===== config.mk =====
export PLATFORM = sky130hd
export DESIGN_NAME = serial_mag_comparator
export DESIGN_NICKNAME = d
export VERILOG_FILES = /design/src/rtl/serial_mag_comparator.sv
export SDC_FILE = /design/constraint.sdc
export NUM_CORES = 1
export LEC_CHECK = 0
export BUFFER_PORTS_ARGS = -buffer_cell sky130_fd_sc_hd__buf_2
export CAP_MARGIN = 20
export CORE_UTILIZATION = 40
export CTS_CLUSTER_DIAMETER = 60
export CTS_CLUSTER_SIZE = 20
export DETAILED_ROUTE_END_ITERATION = 12
export GPL_TIMING_DRIVEN = 1
export HOLD_SLACK_MARGIN = 0.12
export SETUP_SLACK_MARGIN = 0.5
export SLEW_MARGIN = 20
export SYNTH_ARGS = -nofsm -noshare
export SYNTH_HDL_FRONTEND = slang
export SYNTH_SLANG_ARGS = --single-unit
export TNS_END_PERCENT = 10

===== constraint.sdc =====
create_clock -name clk -period 5.1 [get_ports clk]
set_input_delay 0.51 -clock clk [delete_from_list [all_inputs] [get_ports clk]]
set_output_delay 0.51 -clock clk [all_outputs]
set_load 0.02 [all_outputs]

===== src/rtl/serial_mag_comparator.sv =====
// ============================================================================
// Module      : serial_mag_comparator
// Description : Clocked MSB-first magnitude comparator for two N-bit operands.
//               Compares K bits per clock and reports exactly one of
//               gt / eq / lt, held until the next accepted start.
//               Optional macro EARLY_EXIT_EN: stop at the first differing
//               group (data-dependent latency). Without it, all N/K groups
//               are always scanned (constant-time).
// Ports       : clk     - clock, rising edge
//               reset   - synchronous active-high reset
//               start   - compare request, sampled only while idle
//               A, B    - operands, captured on the accepting edge
//               busy    - compare in progress
//               done    - one-cycle pulse, result flags valid
//               a_gt_b / a_eq_b / a_lt_b - result flags
// Revision    : 1.0 - initial release
// ============================================================================
`default_nettype none

module serial_mag_comparator #(
   parameter int N      = 16,
   parameter int K      = 1,
   parameter int SIGNED = 0
) (
   input  logic         clk,
   input  logic         reset,
   input  logic         start,
   input  logic [N-1:0] A,
   input  logic [N-1:0] B,
   output logic         busy,
   output logic         done,
   output logic         a_gt_b,
   output logic         a_eq_b,
   output logic         a_lt_b
);

   localparam int c_ngroups = N / K;
   localparam int c_gw      = (c_ngroups > 1) ? $clog2(c_ngroups) : 1;

   // Flipping the sign bit of both operands maps two's-complement ordering
   // onto unsigned ordering, so the group compare stays unsigned.
   localparam logic [N-1:0] c_sign_mask =
      (SIGNED != 0) ? {1'b1, {(N-1){1'b0}}} : {N{1'b0}};

   generate
      if (N < 2 || K < 1 || K > N || (N % K) != 0) begin : g_bad_params
         $error("serial_mag_comparator: illegal N/K combination");
      end
   endgenerate

   typedef enum logic [0:0] {
      S_IDLE    = 1'b0,
      S_COMPARE = 1'b1
   } state_t;

   state_t            state_q, state_d;
   logic [N-1:0]      a_q, a_d;
   logic [N-1:0]      b_q, b_d;
   logic [c_gw-1:0]   g_q, g_d;
   logic              busy_q, busy_d;
   logic              done_q, done_d;
   logic              gt_q, gt_d;
   logic              eq_q, eq_d;
   logic              lt_q, lt_d;

   logic [K-1:0]      w_grp_a;
   logic [K-1:0]      w_grp_b;
   logic              w_last;

`ifndef EARLY_EXIT_EN
   // Verdict from the most-significant differing group, kept hidden until
   // the final group so the flags stay 0 for the whole scan.
   logic              vgt_q, vgt_d;
   logic              vlt_q, vlt_d;
   logic              w_decided;
`endif

   assign w_grp_a = a_q[g_q*K +: K];
   assign w_grp_b = b_q[g_q*K +: K];
   assign w_last  = (g_q == '0);

   always_ff @(posedge clk) begin
      if (reset) begin
         state_q <= S_IDLE;
         a_q     <= '0;
         b_q     <= '0;
         g_q     <= '0;
         busy_q  <= 1'b0;
         done_q  <= 1'b0;
         gt_q    <= 1'b0;
         eq_q    <= 1'b0;
         lt_q    <= 1'b0;
`ifndef EARLY_EXIT_EN
         vgt_q   <= 1'b0;
         vlt_q   <= 1'b0;
`endif
      end else begin
         state_q <= state_d;
         a_q     <= a_d;
         b_q     <= b_d;
         g_q     <= g_d;
         busy_q  <= busy_d;
         done_q  <= done_d;
         gt_q    <= gt_d;
         eq_q    <= eq_d;
         lt_q    <= lt_d;
`ifndef EARLY_EXIT_EN
         vgt_q   <= vgt_d;
         vlt_q   <= vlt_d;
`endif
      end
   end

   always_comb begin
      state_d = state_q;
      a_d     = a_q;
      b_d     = b_q;
      g_d     = g_q;
      busy_d  = busy_q;
      done_d  = 1'b0;
      gt_d    = gt_q;
      eq_d    = eq_q;
      lt_d    = lt_q;
`ifndef EARLY_EXIT_EN
      vgt_d     = vgt_q;
      vlt_d     = vlt_q;
      w_decided = vgt_q | vlt_q;
`endif

      case (state_q)
         S_IDLE: begin
            if (start) begin
               a_d     = A ^ c_sign_mask;
               b_d     = B ^ c_sign_mask;
               g_d     = c_gw'(c_ngroups - 1);
               busy_d  = 1'b1;
               gt_d    = 1'b0;
               eq_d    = 1'b0;
               lt_d    = 1'b0;
`ifndef EARLY_EXIT_EN
               vgt_d   = 1'b0;
               vlt_d   = 1'b0;
`endif
               state_d = S_COMPARE;
            end
         end

         S_COMPARE: begin
`ifdef EARLY_EXIT_EN
            if (w_grp_a != w_grp_b) begin
               gt_d    = (w_grp_a > w_grp_b);
               lt_d    = (w_grp_a < w_grp_b);
               done_d  = 1'b1;
               busy_d  = 1'b0;
               state_d = S_IDLE;
            end else if (w_last) begin
               eq_d    = 1'b1;
               done_d  = 1'b1;
               busy_d  = 1'b0;
               state_d = S_IDLE;
            end else begin
               g_d = g_q - 1'b1;
            end
`else
            if (!w_decided && (w_grp_a != w_grp_b)) begin
               vgt_d = (w_grp_a > w_grp_b);
               vlt_d = (w_grp_a < w_grp_b);
            end
            if (w_last) begin
               gt_d    = vgt_d;
               lt_d    = vlt_d;
               eq_d    = !(vgt_d | vlt_d);
               done_d  = 1'b1;
               busy_d  = 1'b0;
               state_d = S_IDLE;
            end else begin
               g_d = g_q - 1'b1;
            end
`endif
         end

         default: begin
            state_d = S_IDLE;
            busy_d  = 1'b0;
         end
      endcase
   end

   assign busy   = busy_q;
   assign done   = done_q;
   assign a_gt_b = gt_q;
   assign a_eq_b = eq_q;
   assign a_lt_b = lt_q;

endmodule

`default_nettype wire


==> results_dict.tcl <==
set metrics [dict create \
    cts_resized 0 \
    ys_seq_area_share_pct 43.35 \
    grt_pass1_wl_microns 7134 \
    synth_edf_count 0 \
    p_leak_nw 0.8945 \
    place_ws_ps 2460 \
    setup_ws_ps 2451 \
    via_per_inst 4.927 \
    holdWs_ps 449.3 \
    die-height_microns 73.28 \
    drt_iter0_drc 71 \
    die_w_microns 73.28 \
    maxSlewHeadroom_pct 47.54 \
    clock-root-buffer "clkbuf_8" \
    die_area_sq_mm 0.005369 \
    critPathCaptureType "flop" \
    crit_fanout 15 \
    insertion_delay_ps 290 \
    worstPathArrival_ps 2860 \
    start_util_pct 42.18 \
    clkSlewWorstSetupHoldPaths_ps 80 \
    area_delta_synth_final_pct 12.87 \
    grtUsageTotal_pct 17.38 \
    power_density_mw_per_mm2 321.7 \
    fmax_mhz 377.5 \
    placed_cells 322 \
    overflow 0 \
    finalCritPeriodShare_pct 51.95 \
    crit_chain "mux4_2 > nand2b_4 > o2bb2ai_1 > ha_1 > nor3b_1 > o21ai_0 > a21oi_1" \
    synth_warnings 0 \
    vdd_ir_drop_max_mv 0.1584 \
    fill_cells 510 \
    core_sq_mm 0.004817 \
    drt_first_pass_iters 4 \
    post_drt_wl_per_cell_microns 12.81 \
    place.gp.congestion 0.7313 \
    status "completed" \
    synthArstFlopShare_pct 0 \
    synth_cell_types 33 \
    rows 25 \
    setup_tns_ps 0 \
    hp-class "in2reg" \
    antennaDiodeCount 0 \
    grt_pass1_vias 1535 \
    synth.area.top_cells "dfxtp_1 43%, nand2_1 12%, a21oi_1 10%" \
    cpPeakStageDelay_ps 800 \
    syn_nets 272 \
    setup_viol_count_final 0 \
    htreeDepth 2 \
    layout.cells.non_filler 329 \
    cts_tree "yes" \
    final-seq-area_sq_um 880.8 \
    fin_worst_skew_ps 9.293 \
    critPathRequiredTime_ps 5310 \
    clock_sinks 44 \
    antenna_found_initial 0 \
    place.port_buffers 39 \
    synth_top_area_share_pct 43.35 \
    ant_nets 0 \
    syn_inst 234 \
    wirelength_microns 4215 \
    worst_slew_pin_slew_ps 786.9 \
    final.min_clock_period_ps 2649 \
    grt_setup_unrepaired "false" \
    cts_buffers 5 \
    num_vias 1621 \
    ys_seq_elements 44 \
    crit_slowest_cell "dfxtp_1" \
    hpwl_microns 2957 \
    drc_errors 0 \
    grt_max_degree 45 \
    pin_count 40 \
    layout.nets 300 \
    syn_area_per_cell_sq_um 8.684 \
    start_kind "flop" \
    synth_top_area_cell "dfxtp_1" \
    post_cts_buffers 0 \
    cts_buffer_depth 2 \
    holdBufCountCts 0 \
    layout-drive-gt1-share_pct 25.19 \
    final-max-slew-violation-count 0 \
    ys.flop_type "dfxtp_1" \
    maxCapViolations 0 \
    final_hold_viol_count 0 \
    final_cell_area_sq_mm 0.002293 \
    postPlaceCellArea_sq_mm 0.002216 \
    multiInputGateArea_sq_mm 0.001030 \
    syn_area_sq_mm 0.002032 \
    crit_type "reg2reg" \
]
[worst max-delay path, delay by kind of cell, from the launching register on]
| family | cells | cell delay [ps] |
|---|---|---|
| compound gates | 3 | 410 |
| fa+ha+maj | 1 | 320 |
| flops | 1 | 800 |
| mux | 1 | 590 |
| simple gates | 2 | 430 |
[cell type report]
cell class / instances / share of cell area (%)
multi-input cells: 167 / 44.90
flip-flops and latches: 44 / 38.41
repair buffers: 41 / 9.165
well taps: 67 / 3.655
clock buffers: 6 / 3.164
inverters: 3 / 0.4910
clock inverters: 1 / 0.2182
[metal layers]
layer | share of wire [%] | track usage (%) | vias up | wire length [microns]
met5 | 0 | 0 | - | 0
met1 | 52 | 24.29 | 734 | 2176
li1 | - | - | 855 | -
met2 | 44 | 26.34 | 28 | 1866
met3 | 3.4 | 4.938 | 4 | 143
met4 | 0.69 | 4.357 | 0 | 29
[per-stage QoR]
stage               util (%)  power (mW)
CTS                    47.61      0.7459
detailed placement     46.00      0.5452
floorplan                  -      0.5127
global route           47.61      0.7813
global placement       46.00      0.5412
finish                 47.61      0.7377
[synth_stat cells, types with 3 or more instances]
cell      number
mux2_2         4
nand2_1       65
mux4_2         4
nand2b_1       4
nor2_1         6
o211ai_1       3
ha_1           3
inv_1          3
o21ai_0        4
nor3b_1        3
a21oi_1       42
mux2i_1        5
buf_2         12
dfxtp_1       44
nand3_1        3
clkbuf_1       5
[logic make-up (layout without fill, tap and decap cells)]
| logic type | after synthesis | in the layout | share of synthesized area, % |
|---|---|---|---|
| buffers and inverters | 23 | 51 | 6.096 |
| multiplexers | 13 | 13 | 9.113 |
| AO/OA/AOI/OAI | 59 | 59 | 18.35 |
| flip-flops | 44 | 44 | 43.35 |
| adder cells (fa/ha/maj) | 3 | 3 | 1.847 |
| AND/OR/NAND/NOR | 92 | 92 | 21.24 |
[where the power goes]
part	switching (mW)	leakage, nW	internal, mW
Sequential	0.0287	0.361	0.366
Clock	0.109	0.0410	0.0932
Combinational	0.0703	0.492	0.0700
Total	0.208	0.895	0.529
[state kept, by name, indices dropped and copies added, names as in the netlist]
register / cells
busy: 1
b_q: 16
a_q: 16
a_lt_b: 1
a_eq_b: 1
vgt_q: 1
g_q: 4
a_gt_b: 1
done: 1
state_q: 1
vlt_q: 1
[final timing paths]
check / slack (ps) / depth (start not counted) / from / to
setup / recovery: 2450 / 7 / g_q[1]$_SDFFE_PP0P_ / vlt_q$_SDFFE_PP0P_
hold reg to reg: 460 / 2 / b_q[13]$_SDFFE_PP0P_ / b_q[13]$_SDFFE_PP0P_
setup reg to reg: 2450 / 7 / g_q[1]$_SDFFE_PP0P_ / vlt_q$_SDFFE_PP0P_
hold / removal: 450 / 3 / B[2] / b_q[2]$_SDFFE_PP0P_
[placed cells by master, fill, tap and decap left out, drive strengths merged, types with 4 or more instances in the layout]
master	n
nand2	65
dfxtp	44
a21oi	42
buf	41
nor2	6
clkbuf	6
nand2b	6
mux2i	5
mux4	4
mux2	4
o21ai	4
(Power assumes the default switching activity.)
